[config.mk]
export PLATFORM = sky130hd
export DESIGN_NAME = instr_fetch_sequencer
export DESIGN_NICKNAME = d
export VERILOG_FILES = /design/src/rtl/instr_fetch_sequencer.sv
export SDC_FILE = /design/constraint.sdc
export NUM_CORES = 1
export LEC_CHECK = 0
export CAP_MARGIN = 20
export CELL_PAD_IN_SITES_DETAIL_PLACEMENT = 0
export CELL_PAD_IN_SITES_GLOBAL_PLACEMENT = 1
export CORE_MARGIN = 5
export CORE_UTILIZATION = 34
export CTS_CLUSTER_DIAMETER = 80
export CTS_CLUSTER_SIZE = 40
export DETAILED_ROUTE_END_ITERATION = 6
export HOLD_SLACK_MARGIN = 0.12
export PLACE_DENSITY = 0.79
export SETUP_SLACK_MARGIN = 0.5
export SLEW_MARGIN = 0
export SYNTH_ARGS = -nofsm -noshare
export SYNTH_HDL_FRONTEND = slang
export SYNTH_SLANG_ARGS = --single-unit
[constraint.sdc]
create_clock -name clk -period 2.7 [get_ports clk]
set_input_delay 0.54 -clock clk [delete_from_list [all_inputs] [get_ports clk]]
set_output_delay 0.54 -clock clk [all_outputs]
set_load 0.02 [all_outputs]
[src/rtl/instr_fetch_sequencer.sv]
// Instruction fetch sequencer: owns the PC, fetches 1-3 byte instructions from
// synchronous RAM and hands them to the execute stage until it reports completion.
package instr_fetch_pkg;
  typedef enum logic [2:0] {
    S_RESET          = 3'd0,
    S_INIT           = 3'd1,
    S_LATCH_ADDR     = 3'd2,
    S_READ_BYTE      = 3'd3,
    S_LATCH_BYTE     = 3'd4,
    S_CHK_MORE_BYTES = 3'd5,
    S_EXECUTE        = 3'd6,
    S_HALT           = 3'd7
  } fsm_state_t;

  typedef enum logic [7:0] {
    OP_NOP   = 8'h00,
    OP_HLT   = 8'h01,
    OP_LDA   = 8'h0A,
    OP_LDI_A = 8'h0C
  } opcode_t;
endpackage

module instr_fetch_sequencer
  import instr_fetch_pkg::*;
#(
  parameter int                    DATA_WIDTH   = 8,
  parameter int                    ADDR_WIDTH   = 16,
  parameter logic [ADDR_WIDTH-1:0] RESET_VECTOR = 16'hF000
) (
  input  logic                  clk,
  input  logic                  reset,
  input  logic [DATA_WIDTH-1:0] mem_rdata,
  input  logic                  exec_done,
  input  logic                  pc_load,
  input  logic [ADDR_WIDTH-1:0] pc_load_value,
  output logic [ADDR_WIDTH-1:0] mem_addr,
  output logic                  mem_rd,
  output logic [ADDR_WIDTH-1:0] pc,
  output logic [DATA_WIDTH-1:0] opcode,
  output logic [DATA_WIDTH-1:0] operand_lo,
  output logic [DATA_WIDTH-1:0] operand_hi,
  output logic                  instr_valid,
  output logic                  illegal_op,
  output logic                  halted,
  output logic [2:0]            state
);

  localparam logic [DATA_WIDTH-1:0] NOP_B = DATA_WIDTH'(OP_NOP);
  localparam logic [DATA_WIDTH-1:0] HLT_B = DATA_WIDTH'(OP_HLT);
  localparam logic [DATA_WIDTH-1:0] LDA_B = DATA_WIDTH'(OP_LDA);
  localparam logic [DATA_WIDTH-1:0] LDI_B = DATA_WIDTH'(OP_LDI_A);

  fsm_state_t st;
  logic [1:0] byte_idx;
  logic [1:0] op_len;
  logic       op_legal;

  assign mem_addr = pc;
  assign state    = st;

  // Instruction length decode; unknown opcodes execute as 1-byte illegal ops.
  always_comb begin
    op_len   = 2'd1;
    op_legal = 1'b1;
    case (opcode)
      NOP_B, HLT_B: op_len = 2'd1;
      LDI_B:        op_len = 2'd2;
      LDA_B:        op_len = 2'd3;
      default:      op_legal = 1'b0;
    endcase
  end

  always_ff @(posedge clk or posedge reset) begin
    if (reset) begin
      st          <= S_RESET;
      pc          <= '0;
      opcode      <= '0;
      operand_lo  <= '0;
      operand_hi  <= '0;
      byte_idx    <= '0;
      mem_rd      <= 1'b0;
      instr_valid <= 1'b0;
      illegal_op  <= 1'b0;
      halted      <= 1'b0;
    end else begin
      // mem_rd is a one-cycle strobe raised on every entry to S_LATCH_ADDR.
      mem_rd <= 1'b0;
      case (st)
        S_RESET: st <= S_INIT;
        S_INIT: begin
          pc       <= RESET_VECTOR;
          byte_idx <= '0;
          mem_rd   <= 1'b1;
          st       <= S_LATCH_ADDR;
        end
        S_LATCH_ADDR: st <= S_READ_BYTE;
        S_READ_BYTE: begin
          case (byte_idx)
            2'd0: begin
              opcode     <= mem_rdata;
              operand_lo <= '0;
              operand_hi <= '0;
            end
            2'd1:    operand_lo <= mem_rdata;
            default: operand_hi <= mem_rdata;
          endcase
          st <= S_LATCH_BYTE;
        end
        S_LATCH_BYTE: begin
          pc       <= pc + ADDR_WIDTH'(1);
          byte_idx <= byte_idx + 2'd1;
          st       <= S_CHK_MORE_BYTES;
        end
        S_CHK_MORE_BYTES: begin
          if (opcode == HLT_B) begin
            halted <= 1'b1;
            st     <= S_HALT;
          end else if (byte_idx < op_len) begin
            mem_rd <= 1'b1;
            st     <= S_LATCH_ADDR;
          end else begin
            byte_idx    <= '0;
            instr_valid <= 1'b1;
            illegal_op  <= ~op_legal;
            st          <= S_EXECUTE;
          end
        end
        S_EXECUTE: begin
          if (exec_done) begin
            if (pc_load) pc <= pc_load_value;
            instr_valid <= 1'b0;
            illegal_op  <= 1'b0;
            mem_rd      <= 1'b1;
            st          <= S_LATCH_ADDR;
          end
        end
        S_HALT: st <= S_HALT;
      endcase
    end
  end

endmodule

==> impl_table.tex, run 1 <==
\begin{tabular}{lr}
\hline
Metric & Value \\
\hline
\multicolumn{2}{l}{\textbf{Placement}} \\
DP HPWL & 5642 um \\
Number of input and output port buffers inserted & 90 \\
Instance count after placement with tap cells included & between 400 and 500 \\
Routability congestion estimate & between 0.8 and 0.9 \\
\multicolumn{2}{l}{\textbf{Synthesis}} \\
Total number of yosys warnings & 0 \\
Post-synthesis area per instance & 9.678 um2 \\
Post-Syn Instances & 283 \\
Synth Register Bits & about 50 \\
Post-synthesis async set-or-reset flop share & 1.000 \\
Count of flip-flops with a built-in enable after synthesis & 0 \\
Post-synth net total & around 320 \\
Synth top area share & 0.4477 \\
Leading register cell type out of synthesis & sky130\_fd\_sc\_hd\_\_dfrtp\_1 \\
Count of different cell masters after synthesis & 55 \\
Post-synthesis cell type with the largest combined area & sky130\_fd\_sc\_hd\_\_dfrtp\_1 \\
Post-synthesis cell area & around 2700 um2 \\
Top post-synthesis cells by area & sky130\_fd\_sc\_hd\_\_dfrtp\_1 45\%, sky130\_fd\_sc\_hd\_\_buf\_4 4.4\%, sky130\_fd\_sc\_hd\_\_nand2\_1 4.1\% \\
Seq/Total Area, Yosys & 0.4477 \\
\multicolumn{2}{l}{\textbf{Global routing}} \\
Vias in the first global route & 2528 \\
Global-route wire length before repair & around 13000 um \\
Total routing usage reported by global routing & 0.1650 \\
Maximum number of pins on one net before global-route repair & 50 \\
Overflow left after global routing & 0 \\
Antenna violations before repair & 0 \\
\multicolumn{2}{l}{\textbf{STA}} \\
Worst slew pin tran & 0.7042 ns \\
Clock skew & $\sim$0.012 ns \\
Final hold violations & 0 \\
Setup tns final & 0 ns \\
Worst relative slew slack & 0.5295 \\
Achievable frequency & 0.4761 GHz \\
Number of setup violations in the final report & 0 \\
Post-route clock period utilization & 0.7779 \\
Slew Limit Fails & 0 \\
Min Tclk post-route & 2.100 ns \\
Unrepaired setup endpoints after global routing & true \\
\multicolumn{2}{l}{\textbf{Layout}} \\
\# diodes & 0 \\
Area occupied by registers & 1232 um2 \\
Combined area of the multi-input logic cells & roughly 1300 um2 \\
Commonest non-fill, non-tap cells in the layout & 90 x sky130\_fd\_sc\_hd\_\_clkdlybuf4s50\_1, 44 x sky130\_fd\_sc\_hd\_\_dfrtp\_1, 30 x sky130\_fd\_sc\_hd\_\_nand2\_1 \\
Final net count & roughly 390 \\
Share of post-route cells with drive strength above 1 & 0.1229 \\
Synthesis-to-finish area growth & 39.47\% \\
Commonest non-fill, non-tap cell in the layout & sky130\_fd\_sc\_hd\_\_clkdlybuf4s50\_1 \\
Layout Cells excl Fill & 460 \\
Fillers & between 700 and 800 \\
\multicolumn{2}{l}{\textbf{Floorplan}} \\
\# IOs & between 90 and 100 \\
Initial core utilization & 0.3526 \\
Floorplan core area & just under 8000 um2 \\
Die ar. & roughly 10000 um2 \\
Width of the die & 99.75 um \\
Die height & between 90 and 100 um \\
Num rows & 32 \\
\multicolumn{2}{l}{\textbf{CTS}} \\
Clock tree from TritonCTS & yes \\
Register clock-pin slew on the reported worst setup and hold paths & approximately 0.090 ns \\
\# clock sinks & between 40 and 50 \\
Root Buffer & sky130\_fd\_sc\_hd\_\_clkbuf\_8 \\
Clock buffers created by TritonCTS & 5 \\
Clock network latency to the later pin of the worst-skew pair & between 0.3 and 0.4 ns \\
Post-CTS Hold Buffers & 0 \\
Maximum level of the CTS H-tree & 2 \\
Bufs on Longest Clock Path & 2 \\
\multicolumn{2}{l}{\textbf{Route}} \\
Final routed DRC violation total & 0 \\
Routed length per instance & 17.19 um \\
Remaining antenna violation count after routing & 0 \\
Number of detailed-routing iterations run before antenna repair & 4 \\
Total via count after detailed routing & between 2000 and 2500 \\
Routed vias/inst & around 5.3 \\
Total Wirelength & a little under 8000 um \\
Iteration-0 DRC Markers & between 90 and 100 \\
\multicolumn{2}{l}{\textbf{Setup path}} \\
WP data arrival & 1.56 ns \\
Kind of start point of the critical path & register \\
CP Capture Type & primary output \\
Maximum fanout along the worst path & 3 \\
Critical path class & reg -> out \\
Required @ worst endpoint & approximately 2.2 ns \\
\multicolumn{2}{l}{\textbf{Pwr}} \\
Cell-internal power & 2.714 mW \\
Clock share of power & 0.135 \\
Switching share of power & 0.4315 \\
NetSw & $\sim$2 mW \\
Leakage component of the power & 1.553 nW \\
Power share of the sequential group & 0.317 \\
Peak ir drop on the vdd network & between 0.5 and 0.6 mV \\
Proportion of power drawn by combinational gates & 0.548 \\
Power per cell area & roughly 1200 nW/um2 \\
\multicolumn{2}{l}{\textbf{Min path}} \\
Worst min path class & reg -> reg \\
\multicolumn{2}{l}{\textbf{Job}} \\
Maximum Capacitance Violations & 0 \\
\multicolumn{2}{l}{\textbf{Status}} \\
Result of the run & finished, final reports clean \\
\hline
\end{tabular}
==> critical path, cell delays in order, from the launching register on <==
cell	delay, ns
sky130_fd_sc_hd__dfrtp_2	0.44
sky130_fd_sc_hd__buf_4	0.14
sky130_fd_sc_hd__buf_4	0.12
sky130_fd_sc_hd__clkdlybuf4s50_1	0.55
==> synthesized netlist by cell type, drive strengths merged, types with 2 or more instances <==
library cell  count
or3b              2
o31ai             3
nor2              8
nand2            30
a22o             11
nand3b            2
and4              4
nand3            15
nor3b             2
xor2              7
a311oi            4
o32ai             3
o21ai            18
mux2              8
a21oi             9
buf              23
ha                4
nor4              3
and2              5
nor3              3
dfrtp            49
mux2i             2
a21boi            2
and3b             2
o211ai            6
nand2b           10
nand4             6
inv              11
clkbuf            9
and3              2
==> metrics by stage <==
| stage | instance area, um2 | hold slack, ns | setup slack, ns | util | power (mW) |
|---|---|---|---|---|---|
| final | 3820 | 0.4890 | 0.5996 | 0.4918 | 4.775 |
| after CTS | 3769 | 0.4955 | 0.4953 | 0.4852 | 4.729 |
| after floorplan | 2754 | 0.4941 | 0.5040 | - | 3.031 |
| after global routing | 3820 | 0.5249 | 0.4917 | 0.4918 | 5.103 |
| after global placement | 3626 | 0.4654 | 0.5325 | 0.4668 | 4.020 |
| after detailed placement | 3626 | 0.4697 | 0.4176 | 0.4668 | 4.060 |
==> layer usage <==
layer / global-route usage / routed length, um / share of wire / vias to the layer above
li1: - / - / - / 1154
met1: 0.2213 / 3706 / 0.47 / 1186
met2: 0.2617 / 3522 / 0.45 / 83
met3: 0.04769 / 562 / 0.071 / 11
met4: 0.04202 / 116 / 0.015 / 0
met5: 0 / 0 / 0 / -
==> state kept, by name, indices dropped and copies added, names as in the netlist <==
signal / flops
operand_lo: 8
mem_rd: 1
opcode: 8
operand_hi: 8
byte_idx: 2
state: 3
illegal_op: 1
mem_addr: 16
halted: 1
instr_valid: 1
==> final cells by class <==
type / instances / area share
multi-input cells: 191 / 0.3446
flip-flops and latches: 49 / 0.3226
clock inverters: 3 / 0.01703
clock buffers: 5 / 0.01802
repair buffers: 99 / 0.2535
well taps: 102 / 0.03341
inverters: 11 / 0.01081
==> repair_timing <==
item | in CTS | in global routing
pin swaps | 1 | 5
endpoints found under the hold margin | 0 | 0
setup endpoints to repair | 5 | 7
resized for setup | 1 | 8
setup buffers | 1 | 4
==> path summary, 6_finish.rpt <==
kind	start	endpoint	slack [ns]	depth (start not counted)
max	opcode[4]	opcode[4]	0.60	3
max in group asynchronous	reset	opcode[4]	1.53	3
min in group asynchronous	reset	mem_addr[6]	0.71	3
min reg2reg	halted	halted	0.49	1
max reg2reg	opcode[5]	illegal_op	0.62	7
min	halted	halted	0.49	1
==> kinds of logic (layout without fill, tap and decap cells) <==
| kind of cell | after synthesis | in the layout | share of synthesized area |
|---|---|---|---|
| simple gates | 102 | 102 | 0.2083 |
| fa+ha+maj | 4 | 4 | 0.01827 |
| buf+inv | 43 | 118 | 0.08314 |
| xor+xnor | 7 | 7 | 0.02239 |
| mux | 10 | 10 | 0.04020 |
| flops | 49 | 49 | 0.4477 |
| compound gates | 68 | 68 | 0.1800 |
==> power groups by stage <==
stage	sequential [mW]	combinational, mW	clock, mW
global route	1.59	2.83	0.687
floorplan	1.72	1.31	0
detailed placement	1.51	2.55	0
CTS	1.51	2.56	0.655
finish	1.51	2.61	0.646
global placement	1.51	2.51	0
Note: power is estimated with default switching activity, not from simulation.
==> run 2, diff against run 1 <==
--- a/config.mk
+++ b/config.mk
@@ -9,12 +9,12 @@
 export CELL_PAD_IN_SITES_DETAIL_PLACEMENT = 0
 export CELL_PAD_IN_SITES_GLOBAL_PLACEMENT = 1
 export CORE_MARGIN = 5
-export CORE_UTILIZATION = 34
+export CORE_UTILIZATION = 31
 export CTS_CLUSTER_DIAMETER = 80
 export CTS_CLUSTER_SIZE = 40
 export DETAILED_ROUTE_END_ITERATION = 6
 export HOLD_SLACK_MARGIN = 0.12
-export PLACE_DENSITY = 0.79
+export PLACE_DENSITY = 0.76
 export SETUP_SLACK_MARGIN = 0.5
 export SLEW_MARGIN = 0
 export SYNTH_ARGS = -nofsm -noshare
==> constraint.sdc (replaced) <==
create_clock -name clk -period 1.8 [get_ports clk]
set_input_delay 0.36 -clock clk [delete_from_list [all_inputs] [get_ports clk]]
set_output_delay 0.36 -clock clk [all_outputs]
set_load 0.02 [all_outputs]
==> impl_table.tex, run 2 (synthesized netlist as in run 1, its figures left out) <==
\begin{tabular}{lr}
\hline
Metric & Value \\
\hline
\multicolumn{2}{l}{\textbf{Min path}} \\
Worst min path class & in -> async \\
\multicolumn{2}{l}{\textbf{Global routing}} \\
Global-route wire length before repair & 15220 um \\
Total routing usage reported by global routing & 0.1711 \\
Maximum number of pins on one net before global-route repair & 21 \\
Overflow left after global routing & 0 \\
Antenna violations before repair & 0 \\
Vias in the first global route & approximately 2900 \\
\multicolumn{2}{l}{\textbf{Layout}} \\
Util after Layout & 0.5743 \\
Commonest non-fill, non-tap cells in the layout & 79 x sky130\_fd\_sc\_hd\_\_buf\_6, 40 x sky130\_fd\_sc\_hd\_\_buf\_4, 32 x sky130\_fd\_sc\_hd\_\_dfrtp\_1 \\
\# diodes & 0 \\
Synthesis-to-finish area growth & 81.96\% \\
Commonest non-fill, non-tap cell in the layout & sky130\_fd\_sc\_hd\_\_buf\_6 \\
Final net count & between 400 and 500 \\
Share of post-route cells with drive strength above 1 & 0.5918 \\
Largest register FFs & 16 \\
\multicolumn{2}{l}{\textbf{CTS}} \\
Post-CTS Hold Buffers & 0 \\
Clock buffers created by TritonCTS & 5 \\
Root Buffer & sky130\_fd\_sc\_hd\_\_clkbuf\_8 \\
Clock network latency to the later pin of the worst-skew pair & around 0.30 ns \\
Register clock-pin slew on the reported worst setup and hold paths & around 0.10 ns \\
\# clock sinks & 49 \\
Maximum level of the CTS H-tree & 2 \\
Clock tree from TritonCTS & yes \\
Bufs on Longest Clock Path & 2 \\
\multicolumn{2}{l}{\textbf{Setup path}} \\
Setup slack, reg-to-reg & -0.37 ns \\
Kind of start point of the critical path & register \\
Critical path class & reg -> reg \\
Worst reg2reg startpoint & opcode[4] \\
WP data arrival & 2.36 ns \\
CP Capture Type & register \\
Required @ worst endpoint & just under 2 ns \\
Worst reg2reg path endpoint & illegal\_op \\
Maximum fanout along the worst path & 3 \\
Worst reg-to-reg path cell count & 7 \\
\multicolumn{2}{l}{\textbf{STA}} \\
Post-route clock period utilization & 1.204 \\
Number of setup violations in the final report & 6 \\
Clock skew & 0.006980 ns \\
Achievable frequency & 0.4613 GHz \\
Setup tns final & -1.795 ns \\
Unrepaired setup endpoints after global routing & true \\
Slew Limit Fails & 0 \\
Setup slack of the critical path after layout & -0.3680 ns \\
Final hold violations & 0 \\
Min Tclk post-route & 2.168 ns \\
Worst relative slew slack & 0.6993 \\
Worst slew pin tran & 0.4500 ns \\
\multicolumn{2}{l}{\textbf{Placement}} \\
Number of input and output port buffers inserted & 90 \\
Routability congestion estimate & about 0.79 \\
Worst slack, placed & -0.2889 ns \\
DP HPWL & roughly 6200 um \\
\multicolumn{2}{l}{\textbf{Route}} \\
Total via count after detailed routing & about 2800 \\
Number of detailed-routing iterations run before antenna repair & 4 \\
Iteration-0 DRC Markers & 152 \\
Total Wirelength & roughly 9700 um \\
Routed vias/inst & 5.148 \\
Final routed DRC violation total & 0 \\
Remaining antenna violation count after routing & 0 \\
Routed length per instance & approximately 18 um \\
\multicolumn{2}{l}{\textbf{Floorplan}} \\
Die height & $\sim$100 um \\
\# IOs & 91 \\
Num rows & 34 \\
Die ar. & $\sim$11000 um2 \\
Initial core utilization & 0.3156 \\
Width of the die & between 100 and 150 um \\
Floorplan core area & about 8700 um2 \\
\multicolumn{2}{l}{\textbf{Status}} \\
Result of the run & complete, but fails checks \\
Failing checks & negative setup slack \\
\multicolumn{2}{l}{\textbf{Job}} \\
Maximum Capacitance Violations & 0 \\
\multicolumn{2}{l}{\textbf{Pwr}} \\
Peak ir drop on the vdd network & between 0.9 and 1 mV \\
Leakage component of the power & $\sim$2.3 nW \\
Power per cell area & between 1500 and 2000 nW/um2 \\
\hline
\end{tabular}
-- run 2: per-stage QoR --
| stage | std cells | instance area (um2) | power [mW] | hold slack [ns] |
|---|---|---|---|---|
| floorplan | 283 | 2915 | 4.897 | 0.3955 |
| global placement | 477 | 3951 | 6.593 | 0.4677 |
| detailed placement | 477 | 3951 | 6.668 | 0.4711 |
| CTS | 532 | 4572 | 8.627 | 0.4252 |
| global route | 549 | 4984 | 10.00 | 0.4507 |
| finish | 549 | 4984 | 9.466 | 0.4162 |
-- run 2: repair_timing --
item | 4_1_cts | 5_1_grt
buffers inserted | 44 | 17
gates cloned | 3 | 0
endpoints found under the hold margin | 0 | 0
resized for setup | 380 | 77
pin swaps | 33 | 34
endpoints found under the setup margin | 111 | 81
-- run 2: area by class of cell --
class	count	area (um2)
repair buffers	181	1740
multi-input cells	192	1698
well taps	108	135.1
clock buffers	6	72.57
fillers	721	3695
flip-flops and latches	49	1247
clock inverters	2	38.79
inverters	11	51.30
-- run 2: layer usage --
metal	routed length [um]	track usage	part of all wire
met4	198	0.06105	0.020
met3	489	0.03104	0.050
met5	0	0	0
met1	4241	0.2274	0.44
met2	4763	0.2782	0.49
-- run 2: power breakdown --
group / leakage [nW] / internal (mW) / switching, mW
clock: 0.0554 / 0.418 / 0.382
sequential: 0.591 / 1.61 / 0.471
combinational: 1.61 / 3.47 / 3.12
total: 2.26 / 5.50 / 3.97
-- run 2: worst max-delay path, cell delays in order, from the launching register on --
cell                       delay, ns
sky130_fd_sc_hd__dfrtp_2        0.45
sky130_fd_sc_hd__nor4_4         0.30
sky130_fd_sc_hd__nand4b_1       0.20
sky130_fd_sc_hd__ha_4           0.36
sky130_fd_sc_hd__inv_4          0.04
sky130_fd_sc_hd__o41ai_4        0.40
sky130_fd_sc_hd__nand4_2        0.17
sky130_fd_sc_hd__mux2i_1        0.15
-- run 2: worst max path at each step --
stage               startpoint           to
floorplan            opcode[6]   illegal_op
global placement     opcode[6]   illegal_op
global route         opcode[4]       mem_rd
finish               opcode[4]   illegal_op
detailed placement   opcode[6]   illegal_op
CTS                  opcode[6]  instr_valid
==> run 3, diff against run 2 <==
--- a/config.mk
+++ b/config.mk
@@ -5,11 +5,12 @@
 export SDC_FILE = /design/constraint.sdc
 export NUM_CORES = 1
 export LEC_CHECK = 0
+export ABC_AREA = 1
 export CAP_MARGIN = 20
 export CELL_PAD_IN_SITES_DETAIL_PLACEMENT = 0
 export CELL_PAD_IN_SITES_GLOBAL_PLACEMENT = 1
 export CORE_MARGIN = 5
-export CORE_UTILIZATION = 31
+export CORE_UTILIZATION = 30
 export CTS_CLUSTER_DIAMETER = 80
 export CTS_CLUSTER_SIZE = 40
 export DETAILED_ROUTE_END_ITERATION = 6
==> impl_table.tex, run 3 <==
\begin{tabular}{lr}
\hline
Metric & Value \\
\hline
\multicolumn{2}{l}{\textbf{Layout}} \\
Util after Layout & 0.5642 \\
\# diodes & 0 \\
Largest register FFs & 16 \\
Commonest non-fill, non-tap cell in the layout & sky130\_fd\_sc\_hd\_\_buf\_6 \\
Synthesis-to-finish area growth & 82.96\% \\
Share of post-route cells with drive strength above 1 & 0.5868 \\
Commonest non-fill, non-tap cells in the layout & 48 x sky130\_fd\_sc\_hd\_\_buf\_6, 41 x sky130\_fd\_sc\_hd\_\_nand2\_1, 36 x sky130\_fd\_sc\_hd\_\_inv\_1, 36 x sky130\_fd\_sc\_hd\_\_buf\_4, 34 x sky130\_fd\_sc\_hd\_\_buf\_2 \\
Final net count & just over 500 \\
\multicolumn{2}{l}{\textbf{Setup path}} \\
Worst reg-to-reg path cell count & 12 \\
Worst reg2reg path endpoint & illegal\_op \\
WP data arrival & $\sim$1.8 ns \\
Maximum fanout along the worst path & 3 \\
CP Capture Type & register \\
Required @ worst endpoint & 2.01 ns \\
Kind of start point of the critical path & register \\
Worst reg2reg startpoint & opcode[0] \\
CP Capture Point & illegal\_op \\
Critical path class & reg -> reg \\
Setup slack, reg-to-reg & roughly 0.24 ns \\
Critical Path Start & opcode[0] \\
\multicolumn{2}{l}{\textbf{Route}} \\
Final routed DRC violation total & 0 \\
Total Wirelength & between 9000 and 10000 um \\
Remaining antenna violation count after routing & 0 \\
Routed vias/inst & just under 5 \\
Total via count after detailed routing & around 2900 \\
Iteration-0 DRC Markers & approximately 120 \\
Routed length per instance & $\sim$16 um \\
Number of detailed-routing iterations run before antenna repair & 4 \\
\multicolumn{2}{l}{\textbf{Floorplan}} \\
\# IOs & roughly 90 \\
Floorplan core area & between 8000 and 9000 um2 \\
Num rows & 34 \\
Die ar. & between 10000 and 15000 um2 \\
Width of the die & 104.9 um \\
Die height & between 100 and 150 um \\
Initial core utilization & 0.3084 \\
\multicolumn{2}{l}{\textbf{CTS}} \\
Clock buffers created by TritonCTS & 5 \\
Bufs on Longest Clock Path & 2 \\
Clock network latency to the later pin of the worst-skew pair & slightly above 0.3 ns \\
Clock tree from TritonCTS & yes \\
\# clock sinks & $\sim$50 \\
Maximum level of the CTS H-tree & 2 \\
Root Buffer & sky130\_fd\_sc\_hd\_\_clkbuf\_8 \\
Register clock-pin slew on the reported worst setup and hold paths & around 0.10 ns \\
\multicolumn{2}{l}{\textbf{Synthesis}} \\
Post-Syn Instances & 338 \\
Post-synthesis async set-or-reset flop share & 1.000 \\
Post-synth net total & 370 \\
Seq/Total Area, Yosys & 0.4537 \\
Top cells by instance count after synthesis & 69 x sky130\_fd\_sc\_hd\_\_nand2\_1, 49 x sky130\_fd\_sc\_hd\_\_dfrtp\_1, 45 x sky130\_fd\_sc\_hd\_\_inv\_1, 27 x sky130\_fd\_sc\_hd\_\_nand3\_1, 24 x sky130\_fd\_sc\_hd\_\_nor2\_1 \\
Synth top area share & 0.4537 \\
Leading register cell type out of synthesis & sky130\_fd\_sc\_hd\_\_dfrtp\_1 \\
Post-synthesis cell area & between 2000 and 3000 um2 \\
Top post-synthesis cells by area & sky130\_fd\_sc\_hd\_\_dfrtp\_1 45\%, sky130\_fd\_sc\_hd\_\_nand2\_1 9.6\%, sky130\_fd\_sc\_hd\_\_inv\_1 6.3\% \\
Post-Synth XOR/XNOR Area & 0 \\
Count of flip-flops with a built-in enable after synthesis & 0 \\
Total number of yosys warnings & 0 \\
Combinational family with the most area after synthesis & simple AND/OR/NAND/NOR gates \\
Fraction of the mapped netlist area in adder cells & 0.01852 \\
Mux contribution to synthesized area & 0 \\
Count of different cell masters after synthesis & 34 \\
Fraction of the mapped netlist area in simple logic gates & 0.2306 \\
Post-synthesis area per instance & around 8.0 um2 \\
Synth Register Bits & 49 \\
Post-synthesis cell type with the largest combined area & sky130\_fd\_sc\_hd\_\_dfrtp\_1 \\
Most instantiated library cell after synthesis & sky130\_fd\_sc\_hd\_\_nand2\_1 \\
Compound-gate portion of the synthesized area & 0.1657 \\
\multicolumn{2}{l}{\textbf{STA}} \\
Final hold violations & 0 \\
Number of setup violations in the final report & 0 \\
Min Tclk post-route & $\sim$1.6 ns \\
Setup tns final & 0 ns \\
Achievable frequency & roughly 0.64 GHz \\
Clock skew & between 0.005 and 0.006 ns \\
Worst slew pin tran & 0.3135 ns \\
Slew Limit Fails & 0 \\
Setup slack of the critical path after layout & roughly 0.24 ns \\
Unrepaired setup endpoints after global routing & true \\
Worst hold slack & 0.4260 ns \\
Post-route clock period utilization & 0.8693 \\
Worst relative slew slack & 0.7902 \\
\multicolumn{2}{l}{\textbf{Placement}} \\
Number of input and output port buffers inserted & 90 \\
Worst slack, placed & roughly 0.052 ns \\
Routability congestion estimate & around 0.80 \\
DP HPWL & $\sim$5700 um \\
\multicolumn{2}{l}{\textbf{Global routing}} \\
Maximum number of pins on one net before global-route repair & 50 \\
Total routing usage reported by global routing & 0.1559 \\
Overflow left after global routing & 0 \\
Antenna violations before repair & 0 \\
Vias in the first global route & 2712 \\
Global-route wire length before repair & between 10000 and 15000 um \\
\multicolumn{2}{l}{\textbf{Pwr}} \\
Leakage component of the power & roughly 2.3 nW \\
Power per cell area & 1971 nW/um2 \\
Peak ir drop on the vdd network & 0.5955 mV \\
\multicolumn{2}{l}{\textbf{Min path}} \\
Worst min path class & in -> reg \\
\multicolumn{2}{l}{\textbf{Status}} \\
Result of the run & finished, final reports clean \\
\multicolumn{2}{l}{\textbf{Job}} \\
Maximum Capacitance Violations & 0 \\
\hline
\end{tabular}
==> run 3: worst max-delay path: stages, from the launching register on <==
cell and delay [ns]:
sky130_fd_sc_hd__dfrtp_2 0.43, sky130_fd_sc_hd__inv_4 0.08, sky130_fd_sc_hd__nand4_1 0.10, sky130_fd_sc_hd__o21ai_2 0.08, sky130_fd_sc_hd__nand2_2 0.09, sky130_fd_sc_hd__ha_4 0.27
sky130_fd_sc_hd__nand2_4 0.05, sky130_fd_sc_hd__nand2_4 0.07, sky130_fd_sc_hd__nand2_2 0.04, sky130_fd_sc_hd__nand2_2 0.08, sky130_fd_sc_hd__nand2_2 0.05, sky130_fd_sc_hd__nand2_1 0.06
sky130_fd_sc_hd__nand2_1 0.04
==> run 3: timing repair <==
action	4_1_cts	5_1_grt
endpoints found under the setup margin	111	80
gates cloned	5	2
gates resized for setup	353	131
pin swaps	17	27
hold buffers	0	0
buffers inserted	33	24
==> run 3: logic make-up after synthesis <==
family	count (synthesis)
buffers and inverters	72
AND/OR/NAND/NOR	139
flip-flops	49
adder cells (fa/ha/maj)	4
AO/OA/AOI/OAI	74
==> run 3: worst min-delay path by stage <==
stage	startpoint	end	slack, ns	cells past startpoint
after floorplan	reset	byte_idx[0]	0.40	1
after global placement	halted	halted	0.45	2
after CTS	reset	operand_hi[1]	0.46	3
after detailed placement	illegal_op	illegal_op	0.46	2
after global routing	exec_done	mem_rd	0.45	3
final	exec_done	mem_rd	0.43	3
==> run 3: where the power goes <==
| part | internal, mW | leakage, nW | switching (mW) |
|---|---|---|---|
| combinational | 3.10 | 1.61 | 3.56 |
| sequential | 1.62 | 0.597 | 0.493 |
| clock | 0.560 | 0.0687 | 0.414 |
==> run 3: layer usage <==
| metal | track usage | share of wire | vias to the layer above |
|---|---|---|---|
| met1 | 0.2137 | 0.43 | 1375 |
| met2 | 0.2581 | 0.51 | 79 |
| li1 | - | - | 1389 |
| met3 | 0.02774 | 0.043 | 7 |
| met5 | 0 | 0 | - |
| met4 | 0.03288 | 0.010 | 0 |
==> run 3: layout make-up <==
| class | instances | area (um2) |
|---|---|---|
| timing repair buffer | 158 | 1506 |
| clock inverter | 3 | 68.82 |
| timing repair inverter | 1 | 11.26 |
| multi-input combinational | 219 | 1695 |
| sequential | 49 | 1256 |
| tap | 108 | 135.1 |
| fill | 773 | 3819 |
| inverter | 49 | 202.7 |
| clock buffer | 5 | 68.82 |
==> run 3: stage by stage <==
stage | cell area [um2] | cells | power [mW]
after floorplan | 2770 | 338 | 4.750
after global placement | 3702 | 520 | 6.236
after detailed placement | 3702 | 520 | 6.303
after CTS | 4283 | 566 | 8.412
after global routing | 4945 | 592 | 10.32
final | 4945 | 592 | 9.747
